$ cat config.mk
export PLATFORM = sky130hd
export DESIGN_NAME = ex_stage_alu
export DESIGN_NICKNAME = d
export VERILOG_FILES = /design/src/rtl/ex_stage_alu.sv
export SDC_FILE = /design/constraint.sdc
export NUM_CORES = 1
export LEC_CHECK = 0
export CAP_MARGIN = 10
export CORE_ASPECT_RATIO = 0.7
export CORE_UTILIZATION = 40
export CTS_CLUSTER_DIAMETER = 200
export CTS_CLUSTER_SIZE = 8
export DETAILED_ROUTE_END_ITERATION = 8
export PLACE_DENSITY = 0.58
export SYNTH_ARGS = -nofsm -noshare
export SYNTH_HDL_FRONTEND = slang
export SYNTH_SLANG_ARGS = --single-unit
$ cat constraint.sdc
create_clock -name clk -period 2.4 [get_ports clk]
set_input_delay 0.48 -clock clk [delete_from_list [all_inputs] [get_ports clk]]
set_output_delay 0.48 -clock clk [all_outputs]
set_load 0.02 [all_outputs]
$ cat src/rtl/ex_stage_alu.sv
// Execute stage: ALU + result mux registered into the EX/MEM slot, plus the
// {V,C,N,Z} condition-code register and its interrupt shadow copy.
module ex_stage_alu #(
  parameter int DATA_W = 8
) (
  input  logic              clk,
  input  logic              rst,
  input  logic              in_valid,
  input  logic              stall,
  input  logic              flush,
  input  logic [3:0]        alu_ctrl,
  input  logic              se2,
  input  logic [1:0]        se3,
  input  logic              upd_flags,
  input  logic [DATA_W-1:0] ra_val,
  input  logic [DATA_W-1:0] rb_val,
  input  logic              int_save,
  input  logic              rti_restore,
  output logic              ex_valid,
  output logic [DATA_W-1:0] ex_res,
  output logic              ex_zero,
  output logic [3:0]        ccr
);

  localparam int MSB = DATA_W - 1;
  localparam logic [DATA_W-1:0] ONE_D = DATA_W'(1);
  localparam logic [DATA_W:0]   ONE_W = (DATA_W+1)'(1);

  typedef enum logic [3:0] {
    OP_NOP = 4'h0, OP_MOV = 4'h1, OP_ADD = 4'h2, OP_SUB  = 4'h3,
    OP_AND = 4'h4, OP_OR  = 4'h5, OP_RLC = 4'h6, OP_RRC  = 4'h7,
    OP_SETC = 4'h8, OP_CLRC = 4'h9, OP_NOT = 4'hA, OP_NEG = 4'hB,
    OP_INC = 4'hC, OP_DEC = 4'hD
  } alu_op_e;

  logic              valid_q, valid_d;
  logic [DATA_W-1:0] res_q, res_d;
  logic              zero_q, zero_d;
  logic [3:0]        ccr_q, ccr_d;
  logic [3:0]        shadow_q, shadow_d;

  logic [DATA_W-1:0] op_a, op_b, alu_r, res_sel;
  logic [DATA_W:0]   sum, diff, inc, dec;
  logic              f_v, f_c;
  logic [3:0]        f_new, f_mask;

  assign op_a = ra_val;
  assign op_b = se2 ? rb_val : ONE_D;
  assign sum  = {1'b0, op_a} + {1'b0, op_b};
  assign diff = {1'b0, op_a} - {1'b0, op_b};
  assign inc  = {1'b0, op_b} + ONE_W;
  assign dec  = {1'b0, op_b} - ONE_W;

  // f_mask selects which of {V,C,N,Z} the op is allowed to write
  always_comb begin
    alu_r  = op_a;
    f_v    = 1'b0;
    f_c    = 1'b0;
    f_mask = 4'b0000;
    case (alu_op_e'(alu_ctrl))
      OP_NOP:  alu_r = op_a;
      OP_MOV:  alu_r = op_b;
      OP_ADD: begin
        alu_r  = sum[MSB:0];
        f_c    = sum[DATA_W];
        f_v    = (op_a[MSB] == op_b[MSB]) && (sum[MSB] != op_a[MSB]);
        f_mask = 4'b1111;
      end
      OP_SUB: begin
        alu_r  = diff[MSB:0];
        f_c    = diff[DATA_W];
        f_v    = (op_a[MSB] != op_b[MSB]) && (diff[MSB] != op_a[MSB]);
        f_mask = 4'b1111;
      end
      OP_AND: begin alu_r = op_a & op_b; f_mask = 4'b0011; end
      OP_OR:  begin alu_r = op_a | op_b; f_mask = 4'b0011; end
      OP_RLC: begin
        alu_r  = {op_b[MSB-1:0], ccr_q[2]};
        f_c    = op_b[MSB];
        f_mask = 4'b0111;
      end
      OP_RRC: begin
        alu_r  = {ccr_q[2], op_b[MSB:1]};
        f_c    = op_b[0];
        f_mask = 4'b0111;
      end
      OP_SETC: begin f_c = 1'b1; f_mask = 4'b0100; end
      OP_CLRC: begin f_c = 1'b0; f_mask = 4'b0100; end
      OP_NOT:  begin alu_r = ~op_b;      f_mask = 4'b0011; end
      OP_NEG:  begin alu_r = '0 - op_b;  f_mask = 4'b0011; end
      OP_INC: begin
        alu_r  = inc[MSB:0];
        f_c    = inc[DATA_W];
        f_v    = ~op_b[MSB] & inc[MSB];
        f_mask = 4'b1111;
      end
      OP_DEC: begin
        alu_r  = dec[MSB:0];
        f_c    = dec[DATA_W];
        f_v    = op_b[MSB] & ~dec[MSB];
        f_mask = 4'b1111;
      end
      default: alu_r = op_a;
    endcase
  end

  assign f_new = {f_v, f_c, alu_r[MSB], (alu_r == '0)};

  always_comb begin
    case (se3)
      2'd1:    res_sel = ra_val;
      2'd2:    res_sel = rb_val;
      default: res_sel = alu_r;
    endcase
  end

  always_comb begin
    valid_d = valid_q;
    res_d   = res_q;
    zero_d  = zero_q;
    if (flush) begin
      valid_d = 1'b0;
    end else if (!stall) begin
      valid_d = in_valid;
      res_d   = res_sel;
      zero_d  = (alu_r == '0);
    end
  end

  // Restore wins over everything; save always captures the pre-edge CCR
  always_comb begin
    ccr_d    = ccr_q;
    shadow_d = shadow_q;
    if (rti_restore)
      ccr_d = shadow_q;
    else if (in_valid && upd_flags && !stall && !flush)
      ccr_d = (ccr_q & ~f_mask) | (f_new & f_mask);
    if (int_save)
      shadow_d = ccr_q;
  end

  always_ff @(posedge clk or posedge rst) begin
    if (rst) begin
      valid_q  <= 1'b0;
      res_q    <= '0;
      zero_q   <= 1'b0;
      ccr_q    <= 4'b0000;
      shadow_q <= 4'b0000;
    end else begin
      valid_q  <= valid_d;
      res_q    <= res_d;
      zero_q   <= zero_d;
      ccr_q    <= ccr_d;
      shadow_q <= shadow_d;
    end
  end

  assign ex_valid = valid_q;
  assign ex_res   = res_q;
  assign ex_zero  = zero_q;
  assign ccr      = ccr_q;

endmodule

## Word level (Yosys, flattened, before mapping)

Cells that the tools add are included.

- Add/subtract/negate cells: 5
- Mux-type cells: 10
- Equality and inequality tests: 20
- Bitwise gates (word level): 13
- Reduce and logical (&&, ||, !) cells: 14

Operator list:

| kind | number |
|---|---|
| case mux 8 bit (11 select lines) | 1 |
| equality test 4 bit (second input constant) | 6 |
| equality test 4 x 3 -> 1 bit (second input constant) | 4 |
| case mux 4 bit (4 select lines) | 1 |
| case mux 8 bit (2 select lines) | 1 |
| adder 8 x 1 -> 9 bit (second input constant) | 1 |
| adder 8 x 8 -> 9 bit | 1 |
| subtractor 8 x 1 -> 9 bit (second input constant) | 1 |
| subtractor 8 x 8 -> 9 bit | 1 |
| bitwise AND 4 bit | 2 |
| bitwise AND 8 bit | 1 |
| equality test 4 x 2 -> 1 bit (second input constant) | 2 |
| logical NOT 8 bit | 1 |
| 2-to-1 mux 4 bit | 2 |
| 2-to-1 mux 8 bit | 1 |
| NOT 8 bit | 1 |
| bitwise OR 8 bit | 1 |
| OR reduction 4 bit | 2 |
| subtractor 1 x 8 -> 8 bit (first input constant) | 1 |
| case mux 1 bit (7 select lines) | 1 |
| logical AND 1 bit | 5 |
| equality test 4 x 1 -> 1 bit (second input constant) | 1 |
| NOT 1 bit | 4 |
| NOT 4 bit | 1 |
| 13 further kinds | 19 |

- Logic and storage cells: 67
- Input bits: 31
- Output and inout bits: 14
- Register bits: 18

## Logic depth before layout (Yosys ltp)

Gate-level depths: netlist of the first run.

- Depth in word-level cells: 9
- Gate-level depth with buffers: 13
- Depth with buffers taken out: 12

## Least setup slack after synthesis of the first run

No wires, ideal clock.

- Path type: input port to flip-flop
- Start point: input rb_val[1]
- End point: register (tool-made name)
- Slack: -474 ps
- Library setup time: 95 ps
- Arrival time: 2778 ps
- Required time: 2305 ps
- Stages on the path: 12
- Buffers on the path: 1
- Cell sequence: buf_2 > nand2_1 > ha_1 > ha_1 > a31oi_1 > o311ai_1 > a32o_1 > or2_2 > nand3_1 > a41oi_1 > nand4bb_1 > o31ai_1

RTL lines:

| item | line | text |
|---|---|---|
| start: declaration | 16 | `input logic [DATA_W-1:0] rb_val,` |

## Worst setup path after layout of the first run

- Start point: input alu_ctrl[2]
- End point: register zero_q, in the netlist ex_zero

- Cells in the longest elaborated chain, start to end: 3
- Elaborated cells between the ends (all ways): 13
- Classes of those cells: eq/ne: 11; mux: 1; reduce/logical: 1

Ends and longest elaborated chain:

| item | line | text |
|---|---|---|
| start: declaration | 11 | `input logic [3:0] alu_ctrl,` |
| equality test 4 bit, or another cell as far along | 60 | `case (alu_op_e'(alu_ctrl))` |
| case mux 8 bit (11 select lines) (*) | 60 |  |
| logical NOT 8 bit (*) | 126 | `zero_d = (alu_r == '0);` |
| end signal: assignment | 152 | `zero_q <= zero_d;` |
| end: declaration | 38 | `logic zero_q, zero_d;` |

Mark *: on every way between the ends. The rest lies on a longest branch, timed or not.
A chain may end at the register's enable or synchronous reset.

==> summary.md, run 1 <==
| Metric | Value |
|---|---|
| Outcome | finished with violations |
| Violated checks | design-rule violations, negative setup slack |
| Synth async-reset ratio | 100% |
| Count of cells along the worst register-to-register path | 10 |
| Pre-CTS worst setup slack | -1.19 ns |
| Final worst path period need | about 2.8 ns |
| Logic pwr share | 64.4% |
| Internal power component | between 1000 and 1500 µW |
| Relative contribution of sequential cells to total power | between 10% and 20% |
| Setup CP Type | in2reg |
| Family of cells with the greatest summed delay on the critical path | buffers and inverters |
| Unrepaired setup endpoints after global routing | true |
| Die width | 111 µm |
| Initial antenna violation count | 0 |
| Actual slew at the worst max-slew pin | 0.701 ns |
| R2R Setup Slk | ~0.090 ns |
| Relative slew slack | between 50% and 60% |
| Peak supply drop | 0.000443 V |
| Number of instances in the placed design | 706 |
| Clock share of power | around 17% |
| Count of antenna-violating nets left after detailed routing | 0 |
| Area added between synthesis and finish | 74.2% |
| Post-synth top area share | 13.6% |
| Largest net degree at the start of global routing | 19 |
| Number of synthesized register bits | 18 |
| Core Rows | 27 |
| Static leakage | 0.00252 µW |
| Slowest library cell on the worst path | sky130_fd_sc_hd__clkdlybuf4s50_1 |
| DRC viols | 4 |
| Avg Cell Area, Syn | approximately 7.4 µm² |
| Class of the most critical hold timing path | reg2reg |
| P per Cell Area | 337 nW/µm² |
| Number of levels the H-tree was split into | 1 |
| # setup viols final | 10 |
| Wire length of the first global-routing pass | 23.2 mm |
| CP max FO | 11 |
| Detailed-router iteration count before antenna repair | 7 |
| Maximum clock frequency | 0.358 GHz |
| Sum of routed wire length over all layers | 14.9 mm |
| Routed wirelength normalized by instance count | 20.1 µm |
| Library cell used as clock root buffer | sky130_fd_sc_hd__clkbuf_16 |
| Yosys Warn Count | 0 |
| Number of max-slew violations in the final report | 0 |
| Number of I/O port buffers | 44 |
| Number of buffers and inverters on the critical path | 5 |
| Most repeated cell in the gate-level netlist after synthesis | sky130_fd_sc_hd__nand2_1 |
| Kind of end point of the critical path | flop |
| Critical path data arrival time | 2.97 ns |
| Post-Synthesis Cell Area | 3320 µm² |
| Number of sinks driven by the clock tree | 18 |
| Number of different library cells in the post-synthesis netlist | 74 |
| List of most frequent post-synthesis cells | 40 x sky130_fd_sc_hd__nand2_1, 32 x sky130_fd_sc_hd__a21oi_1, 31 x sky130_fd_sc_hd__nor2_1 |
| Leading area contributor after synthesis | sky130_fd_sc_hd__dfrtp_1 |
| Post-DP HPWL | 11.5 mm |
| Buffer depth of the longest clock path | 2 |
| Final-report hold violation count | 0 |
| Total inserted antenna cells | 0 |
| Inserted Clock Buffers | 3 |
| Post-layout util | 72.6% |
| Required time of the worst setup path | 2.58 ns |
| Hold Startpoint | ex_res[2]$_DFFE_PP0P_ |
| Post-synth net total | 506 |
| Cell-by-cell trace of the critical path | clkdlybuf4s50_1 -> buf_6 -> buf_4 -> nand4bb_4 -> o32a_1 -> o311ai_2 -> o41ai_2 -> buf_4 -> o211ai_1 -> nor3_2 -> nand4bb_4 -> buf_6 -> o21ai_2 |
| Clock-pin slew reported for the worst setup and hold paths after clock tree synthesis | 0.05 ns |
| Num ports | 45 |
| Cell count of the worst hold path | 1 |
| Total global-route track usage | 34.5% |
| Most frequently used flop master after synthesis | sky130_fd_sc_hd__dfrtp_1 |
| Final Skew | 0.000697 ns |
| Fraction of power spent switching nets | 39.0% |
| Starting utilization of the core area | between 40% and 50% |
| Max-capacitance violation count | 0 |
| Post-synthesis instance total | 448 |
| Power dissipated by switching net loads | 760 µW |
| Setup slack after layout | -0.394 ns |
| Number of flops mapped to enable cells by yosys | 0 |
| Ranking of synthesized cells by area | sky130_fd_sc_hd__dfrtp_1 14%, sky130_fd_sc_hd__ha_1 9.8%, sky130_fd_sc_hd__a21oi_1 4.8% |
| Nets | 698 |
| Aggregate global routing overflow | 0 |
| Critical R2R Capture | ex_zero$_DFFE_PP0P_ |
| Via count of the first global-routing pass | 4215 |
| Non-filler instance count after layout | 739 |
| Floorplan die height | 78.3 µm |
| Portion of the post-synthesis area used by sequential elements | a little over an eighth |
| Clock latency on the worst-skew pair | 0.25 ns |
| Slowest cell delay on critical path | 0.50 ns |
| Share of the clock period used by the worst path after layout | 116% |
| Share of final-layout standard cells stronger than drive strength 1 | between 40 and 50% |
| Detailed router's first-iteration violation count | between 500 and 600 |
| Launching element type of the critical path | input port |
| Routability cong. | a little under 1 |
| Via Count | 4450 |
| Core Region | about 8000 µm² |
| Average vias per placed instance | between 6 and 7 |
| Clock tree from TritonCTS | yes |
| Die Area | 8680 µm² |
| CP startpoint | alu_ctrl[2] |
| Worst hold path endpoint | ex_res[2]$_DFFE_PP0P_ |
==> placed cells by master (no fill, tap or decap), types with 13 or more instances in the layout <==
cell and n:
sky130_fd_sc_hd__o21ai_0 16, sky130_fd_sc_hd__clkdlybuf4s50_1 26, sky130_fd_sc_hd__buf_4 155, sky130_fd_sc_hd__inv_1 13, sky130_fd_sc_hd__a21oi_1 27, sky130_fd_sc_hd__nand3_1 20
sky130_fd_sc_hd__nor2_1 30, sky130_fd_sc_hd__buf_6 23, sky130_fd_sc_hd__nand2_1 34, sky130_fd_sc_hd__dfrtp_1 18, sky130_fd_sc_hd__ha_1 14, sky130_fd_sc_hd__xnor2_1 16
==> what timing repair did <==
action,CTS,global route
gates cloned,1,0
gates resized for setup,122,38
pin swaps,37,30
hold buffers,0,0
buffers inserted,23,8
setup endpoints to repair,13,12
==> metrics by stage <==
| step | setup TNS, ns | hold WS (ns) | cell area [µm²] | power, µW |
|---|---|---|---|---|
| detailed placement | -11.91 | 0.465 | 5010 | 1420 |
| global route | -3.62 | 0.494 | 5790 | 2040 |
| floorplan | -0.679 | 0.419 | 3540 | 924 |
| finish | -2.59 | 0.475 | 5790 | 1950 |
| global placement | -11.87 | 0.460 | 5010 | 1410 |
| CTS | -2.59 | 0.476 | 5600 | 1880 |
==> power by group through the flow <==
stage | combinational, µW | clock (µW) | sequential [µW]
finish | 1260 | 326 | 369
global route | 1320 | 346 | 374
CTS | 1180 | 332 | 369
detailed placement | 1040 | 0 | 374
global placement | 1040 | 0 | 371
floorplan | 513 | 0 | 412
==> final cells by class <==
type	instances	area [µm²]
Clock buffer	3	75.1
Fill cell	630	2180
Inverter	26	111
Multi-Input combinational cell	367	3140
Sequential cell	18	450
Tap cell	101	126
Timing Repair Buffer	224	1890
==> cell families after synthesis <==
kind of cell,count (synthesis),share of synthesized area (%)
compound gates,147,31.9
xor+xnor,21,5.53
fa+ha+maj,27,10.4
buf+inv,63,9.26
flops,18,13.6
mux,12,3.84
simple gates,160,25.6
==> per-layer routing <==
layer	vias up	share of wire (%)	wire length, µm	GRT usage, %
met5	-	0	0	0
met4	0	2.8	413	8.90
met3	41	11	1620	8.49
met2	245	41	6100	49.9
met1	2117	45	6740	50.3
li1	2047	-	-	-
==> worst register-to-register path, stage by stage, from the launching register on <==
cell and delay (ns):
sky130_fd_sc_hd__dfrtp_1 0.40, sky130_fd_sc_hd__mux2i_1 0.17, sky130_fd_sc_hd__o22ai_1 0.10, sky130_fd_sc_hd__a221o_1 0.38, sky130_fd_sc_hd__a221oi_2 0.27, sky130_fd_sc_hd__buf_4 0.16
sky130_fd_sc_hd__o211ai_1 0.10, sky130_fd_sc_hd__nor3_2 0.27, sky130_fd_sc_hd__nand4bb_4 0.16, sky130_fd_sc_hd__buf_6 0.14, sky130_fd_sc_hd__o21ai_2 0.09
==> how the worst max path moves through the flow <==
stage                                      to  slack [ns]  cells past startpoint
after floorplan                          flop       -0.25                     12
after global placement                   flop       -1.19                     13
after detailed placement                 flop       -1.19                     14
after CTS                 ex_zero$_DFFE_PP0P_       -0.44                     14
after global routing      ex_zero$_DFFE_PP0P_       -0.52                     17
final                     ex_zero$_DFFE_PP0P_       -0.39                     13
Note: power is estimated with default switching activity, not from simulation.
==> run 2: changes to the inputs <==
--- a/config.mk
+++ b/config.mk
@@ -11,7 +11,7 @@
 export CTS_CLUSTER_DIAMETER = 200
 export CTS_CLUSTER_SIZE = 8
 export DETAILED_ROUTE_END_ITERATION = 8
-export PLACE_DENSITY = 0.58
+export PLACE_DENSITY = 0.65
 export SYNTH_ARGS = -nofsm -noshare
 export SYNTH_HDL_FRONTEND = slang
 export SYNTH_SLANG_ARGS = --single-unit
==> run 2 against run 1 <==
Effect of this change:
- the flow still finishes with violations (design-rule violations, negative setup slack)
- sequential power barely moved
- die area is the same
- fmax grew 2.2%
- global-route usage decreased by 0.39 points
- highest routed layer unchanged
==> summary.md, run 2 (synthesis results as in run 1) <==
| Metric | Value |
|---|---|
| Outcome | finished with violations |
| Violated checks | design-rule violations, negative setup slack |
| Via Count | between 4000 and 5000 |
| Required time of the worst setup path | 2.56 ns |
| Floorplan die height | ~78 µm |
| CP max FO | 7 |
| Via count of the first global-routing pass | about 4200 |
| Die Area | around 8700 µm² |
| Static leakage | around 0.0025 µW |
| Count of antenna-violating nets left after detailed routing | 0 |
| Relative slew slack | 52.4% |
| Post-DP HPWL | ~11 mm |
| Final worst path period need | roughly 2.7 ns |
| FILL cells | 624 |
| Wire length of the first global-routing pass | 22.9 mm |
| Design Area, Final | 5700 µm² |
| Setup slack after layout | -0.334 ns |
| Core Rows | 27 |
| Most common cell after layout, fill and taps aside | sky130_fd_sc_hd__buf_4 |
| Number of sinks driven by the clock tree | 18 |
| Non-filler instance count after layout | approximately 740 |
| Number of max-slew violations in the final report | 0 |
| Final-report hold violation count | 0 |
| Largest net degree at the start of global routing | 19 |
| Sum of routed wire length over all layers | 15.1 mm |
| Routability cong. | between 1 and 1.5 |
| Total inserted antenna cells | 0 |
| Share of final-layout standard cells stronger than drive strength 1 | a little under half |
| Detailed-router iteration count before antenna repair | 7 |
| Share of the clock period used by the worst path after layout | 114% |
| Routed wirelength normalized by instance count | slightly above 20 µm |
| Number of levels the H-tree was split into | 1 |
| Buffer depth of the longest clock path | 2 |
| Internal power component | 1190 µW |
| Kind of end point of the critical path | flop |
| Maximum clock frequency | 0.366 GHz |
| Peak supply drop | 0.000360 V |
| Highest-count cells in the layout ignoring fill and taps | 153 x sky130_fd_sc_hd__buf_4, 33 x sky130_fd_sc_hd__nand2_1, 31 x sky130_fd_sc_hd__nor2_1, 26 x sky130_fd_sc_hd__clkdlybuf4s50_1, 23 x sky130_fd_sc_hd__a21oi_1 |
| Library cell used as clock root buffer | sky130_fd_sc_hd__clkbuf_16 |
| Overall power after layout | 1950 µW |
| Setup CP Type | in2reg |
| Fraction of power spent switching nets | 38.9% |
| Number of hold buffers added after cts | 0 |
| Clock latency on the worst-skew pair | around 0.25 ns |
| P per Cell Area | about 340 nW/µm² |
| Nets | 694 |
| Sequential Area | 450 µm² |
| Initial antenna violation count | 0 |
| Actual slew at the worst max-slew pin | 0.714 ns |
| DRC viols | 6 |
| Relative contribution of sequential cells to total power | 18.9% |
| Power dissipated by switching net loads | 759 µW |
| Max-capacitance violation count | 0 |
| Die width | 111 µm |
| Final Skew | 0.000594 ns |
| Number of I/O port buffers | 44 |
| Clock share of power | 17.0% |
| Average vias per placed instance | 6.09 |
| Detailed router's first-iteration violation count | 604 |
| Clock-pin slew reported for the worst setup and hold paths after clock tree synthesis | about 0.05 ns |
| Placement Cell Area | 5030 µm² |
| Logic pwr share | 64.0% |
| Inserted Clock Buffers | 3 |
| Core Region | 7970 µm² |
| Area added between synthesis and finish | 71.6% |
| Aggregate global routing overflow | 0 |
| Combined area of the multi-input logic cells | 3070 µm² |
| Number of instances in the placed design | 707 |
| R2R Setup Slk | 0.17 ns |
| Launching element type of the critical path | input port |
| # setup viols final | 11 |
| Class of the most critical hold timing path | reg2reg |
| Clock tree from TritonCTS | yes |
| Starting utilization of the core area | 41.7% |
| Final hold slack | ~0.48 ns |
| Unrepaired setup endpoints after global routing | true |
| Critical path data arrival time | 2.90 ns |
| Total global-route track usage | 34.1% |
| Pre-CTS worst setup slack | -1.18 ns |
| Num ports | 45 |
==> run 2: cell count changes in the layout (fill, tap and decap cells not counted), sizes merged <==
cell / change
dlymetal6s2s: -3
clkinvlp: -1
clkbuf: +1
dlygate4sd2: +2
buf: -4
inv: +1
clkdlybuf4s15: -1
bufbuf: +1
==> run 2: path summary, 6_finish.rpt <==
check,depth (start not counted),from,to
setup / recovery,15,se2,flop
hold / removal,2,ex_res[7]$_DFFE_PP0P_,ex_res[7]$_DFFE_PP0P_
setup reg to reg,9,flop,flop
hold reg to reg,2,ex_res[7]$_DFFE_PP0P_,ex_res[7]$_DFFE_PP0P_
max in group asynchronous,2,rst,async pin
min in group asynchronous,2,rst,ex_res[5]$_DFFE_PP0P_
==> run 2: layout make-up <==
| class | instances | share of cell area, % |
|---|---|---|
| repair buffers | 220 | 33.0 |
| multi-input cells | 367 | 53.8 |
| well taps | 101 | 2.22 |
| inverters | 26 | 1.76 |
| flip-flops and latches | 18 | 7.90 |
| clock buffers | 3 | 1.32 |
==> run 2: through the flow <==
stage	utilization [%]	TNS, ns
after floorplan	-	-0.679
after global placement	63.0	-11.78
after detailed placement	63.0	-11.81
after CTS	68.9	-2.14
after global routing	71.5	-3.07
final	71.5	-2.10
==> run 2: layer usage <==
metal	share of wire [%]	vias up	global-route usage, %
met1	45	2106	48.6
met5	0	-	0
met2	42	291	53.1
met3	11	37	7.49
met4	2.4	0	5.48
li1	-	2045	-
==> run 2: critical path: stages <==
cell and delay [ns]:
sky130_fd_sc_hd__buf_8 0.08, sky130_fd_sc_hd__buf_8 0.13, sky130_fd_sc_hd__buf_8 0.15, sky130_fd_sc_hd__nand2_8 0.06, sky130_fd_sc_hd__ha_4 0.30, sky130_fd_sc_hd__buf_6 0.10
sky130_fd_sc_hd__inv_4 0.04, sky130_fd_sc_hd__o311ai_4 0.27, sky130_fd_sc_hd__buf_4 0.17, sky130_fd_sc_hd__xnor2_2 0.11, sky130_fd_sc_hd__o2111a_1 0.25, sky130_fd_sc_hd__a31oi_4 0.11
sky130_fd_sc_hd__nor3_2 0.24, sky130_fd_sc_hd__nand4bb_4 0.15, sky130_fd_sc_hd__o31ai_2 0.23
==> run 2: power groups by stage <==
stage	logic, µW	registers, µW	clock network (µW)
after floorplan	513	412	0
after global placement	1040	371	0
after detailed placement	1050	373	0
after CTS	1160	369	333
after global routing	1320	373	348
final	1250	370	332
==> run 2: repair_timing <==
action | CTS | global route
cloned | 1 | 0
gates resized for setup | 109 | 40
endpoints found under the setup margin | 13 | 12
buffers inserted | 19 | 9
pin swaps | 55 | 44
==> run 3: changes to the inputs <==
--- a/config.mk
+++ b/config.mk
@@ -8,9 +8,11 @@
 export CAP_MARGIN = 10
 export CORE_ASPECT_RATIO = 0.7
 export CORE_UTILIZATION = 40
+export CTS_BUF_LIST = sky130_fd_sc_hd__clkbuf_8 sky130_fd_sc_hd__clkbuf_16
 export CTS_CLUSTER_DIAMETER = 200
 export CTS_CLUSTER_SIZE = 8
 export DETAILED_ROUTE_END_ITERATION = 8
+export GPL_TIMING_DRIVEN = 0
 export PLACE_DENSITY = 0.65
 export SYNTH_ARGS = -nofsm -noshare
 export SYNTH_HDL_FRONTEND = slang
==> run 3 against run 2 <==
Effect of this change:
- the run still ends with design-rule violations, negative setup slack left
- first-iteration DRC count is 9.1% lower
- worst setup slack lost 0.065 ns
- critical path depth fell by 1
- routed wire length decreased by 3.8%
- count of clock-buffer cells in the layout increased by 1
- utilization down 11 points
- fmax shrank 2.3%
- sequential power about the same
- clock skew increased by 0.0035 ns
- worst hold slack about the same
- flip-flop and latch count stayed put
- die area unchanged
- largest cell class unchanged
- largest power group unchanged
- highest routed layer unchanged
==> summary.md, run 3 (synthesis results as in run 1) <==
| Metric | Value |
|---|---|
| Cell-by-cell trace of the critical path | buf_8 -> nand2b_4 -> buf_4 -> ha_4 -> ha_4 -> a31oi_4 -> xnor2_2 -> nor2_1 -> o41ai_2 -> buf_4 -> o211ai_1 -> nor3_2 -> nand4bb_4 -> o31ai_2 |
| Non-filler instance count after layout | roughly 630 |
| Number of buffers and inverters on the critical path | 3 |
| Final hold slack | 0.482 ns |
| Slowest cell delay on critical path | 0.33 ns |
| Core Region | 7970 µm² |
| DRC viols | 6 |
| Detailed-router iteration count before antenna repair | 7 |
| # setup viols final | 9 |
| Buffer depth of the longest clock path | 2 |
| Final-report hold violation count | 0 |
| Via Count | approximately 4000 |
| Share of final-layout standard cells stronger than drive strength 1 | 32.8% |
| Max-capacitance violation count | 0 |
| Number of instances in the placed design | 589 |
| Core Rows | 27 |
| Clock latency on the worst-skew pair | 0.25 ns |
| Num ports | 45 |
| Die width | 111 µm |
| Number of hold buffers added after cts | 0 |
| Static leakage | 0.00191 µW |
| Sum of routed wire length over all layers | approximately 15 mm |
| Required time of the worst setup path | approximately 2.6 ns |
| Highest-count cells in the layout ignoring fill and taps | 40 x sky130_fd_sc_hd__buf_4, 33 x sky130_fd_sc_hd__nand2_1, 31 x sky130_fd_sc_hd__nor2_1, 26 x sky130_fd_sc_hd__a21oi_1, 24 x sky130_fd_sc_hd__clkdlybuf4s50_1 |
| Slowest library cell on the worst path | sky130_fd_sc_hd__o41ai_2 |
| Total inserted antenna cells | 0 |
| Violated checks | design-rule violations, negative setup slack |
| Detailed router's first-iteration violation count | roughly 550 |
| Launching element type of the critical path | input port |
| Via count of the first global-routing pass | 3910 |
| Family of cells with the greatest summed delay on the critical path | compound AO/OA/AOI/OAI gates |
| Most common cell after layout, fill and taps aside | sky130_fd_sc_hd__buf_4 |
| Unrepaired setup endpoints after global routing | true |
| Critical path data arrival time | 2.96 ns |
| Setup slack after layout | -0.399 ns |
| Actual slew at the worst max-slew pin | roughly 0.75 ns |
| Outcome | finished with violations |
| Maximum clock frequency | roughly 0.36 GHz |
| Final Skew | roughly 0.0041 ns |
| CP max FO | 4 |
| Number of levels the H-tree was split into | 1 |
| Routability cong. | 0.975 |
| Relative slew slack | 50.2% |
| Share of the clock period used by the worst path after layout | 117% |
| P per Cell Area | 376 nW/µm² |
| Final worst path period need | 2.80 ns |
| Floorplan die height | 78.3 µm |
| Wire length of the first global-routing pass | 22.4 mm |
| Count of antenna-violating nets left after detailed routing | 0 |
| Clock-pin slew reported for the worst setup and hold paths after clock tree synthesis | 0.06 ns |
| FILL cells | around 710 |
| Number of max-slew violations in the final report | 0 |
| Number of I/O port buffers | 40 |
| Average vias per placed instance | 6.42 |
| Peak supply drop | 0.000300 V |
| Starting utilization of the core area | 41.7% |
| Area added between synthesis and finish | 45.5% |
| Nets | 586 |
| Largest net degree at the start of global routing | 19 |
| Initial antenna violation count | 0 |
| Clock tree from TritonCTS | yes |
| Aggregate global routing overflow | 0 |
| Post-DP HPWL | between 10 and 15 mm |
| Total global-route track usage | 33.4% |
| Class of the most critical hold timing path | reg2reg |
| Inserted Clock Buffers | 3 |
| Die Area | 8680 µm² |
| Routed wirelength normalized by instance count | about 23 µm |
| Number of sinks driven by the clock tree | 18 |
| Setup CP Type | in2reg |
| Library cell used as clock root buffer | sky130_fd_sc_hd__clkbuf_16 |
| Kind of end point of the critical path | flop |
[run 3: cell count changes in the layout (fill, tap and decap cells not counted), moves of 4 or more]
cell                       delta
sky130_fd_sc_hd__buf_6        -8
sky130_fd_sc_hd__o21ai_0      +4
sky130_fd_sc_hd__a21oi_2      -4
sky130_fd_sc_hd__buf_4      -113
sky130_fd_sc_hd__clkbuf_1     +7
sky130_fd_sc_hd__buf_2        +6
sky130_fd_sc_hd__o21ai_1      -6
sky130_fd_sc_hd__ha_1         +4
[run 3: per-stage QoR]
step | cell area, µm² | total power [µW] | setup WS [ns] | utilization, % | setup TNS (ns)
2_1_floorplan | 3540 | 924 | -0.247 | - | -0.679
3_3_place_gp | 4070 | 1220 | -1.71 | 51.0 | -15.12
3_5_place_dp | 4070 | 1230 | -1.72 | 51.0 | -15.21
4_1_cts | 4680 | 1750 | -0.500 | 58.7 | -2.55
5_1_grt | 4840 | 1900 | -0.475 | 60.7 | -3.14
6_report | 4840 | 1820 | -0.399 | 60.7 | -2.40
[run 3: cell type report]
cell class | count | area, µm² | share of cell area, %
tap | 101 | 126 | 2.61
timing repair buffer | 78 | 718 | 14.9
multi-input combinational | 367 | 3060 | 63.3
inverter | 26 | 111 | 2.30
clock buffer | 4 | 88.8 | 1.84
buffer | 34 | 278 | 5.74
sequential | 18 | 450 | 9.31
[run 3: repair_timing]
action | 4_1_cts | 5_1_grt
pin swaps | 30 | 24
endpoints found under the setup margin | 13 | 12
gates cloned | 0 | 0
buffers inserted | 29 | 9
gates resized for setup | 127 | 28
[run 3: worst paths after layout]
path / startpoint / endpoint / slack, ns / depth (start not counted)
max: rb_val[0] / flop / -0.40 / 14
min: ex_res[0]$_DFFE_PP0P_ / ex_res[0]$_DFFE_PP0P_ / 0.48 / 2
max reg2reg: flop / flop / 0.04 / 8
min reg2reg: ex_res[0]$_DFFE_PP0P_ / ex_res[0]$_DFFE_PP0P_ / 0.48 / 2
max in group asynchronous: rst / async pin / 1.27 / 2
min in group asynchronous: rst / ex_res[6]$_DFFE_PP0P_ / 0.66 / 2
[run 3: per-layer routing]
layer / share of wire (%) / global-route usage [%] / routed length (µm) / vias to the layer above
met3: 14 / 8.96 / 1970 / 32
met2: 41 / 49.6 / 5990 / 274
met5: 0 / 0 / 0 / -
li1: - / - / - / 1823
met1: 43 / 47.6 / 6250 / 1905
met4: 2.1 / 8.22 / 311 / 0
[run 3: tightest hold or removal path, delay by kind of cell (launching register included)]
family	cells	cell delay (ns)
and+or+nand+nor	2	0.11
DFF	1	0.34
[run 3: report_power, final]
part           switching, µW  internal (µW)
Combinational            589            483
Sequential              26.0            344
Clock                    120            254
Total                    735           1080
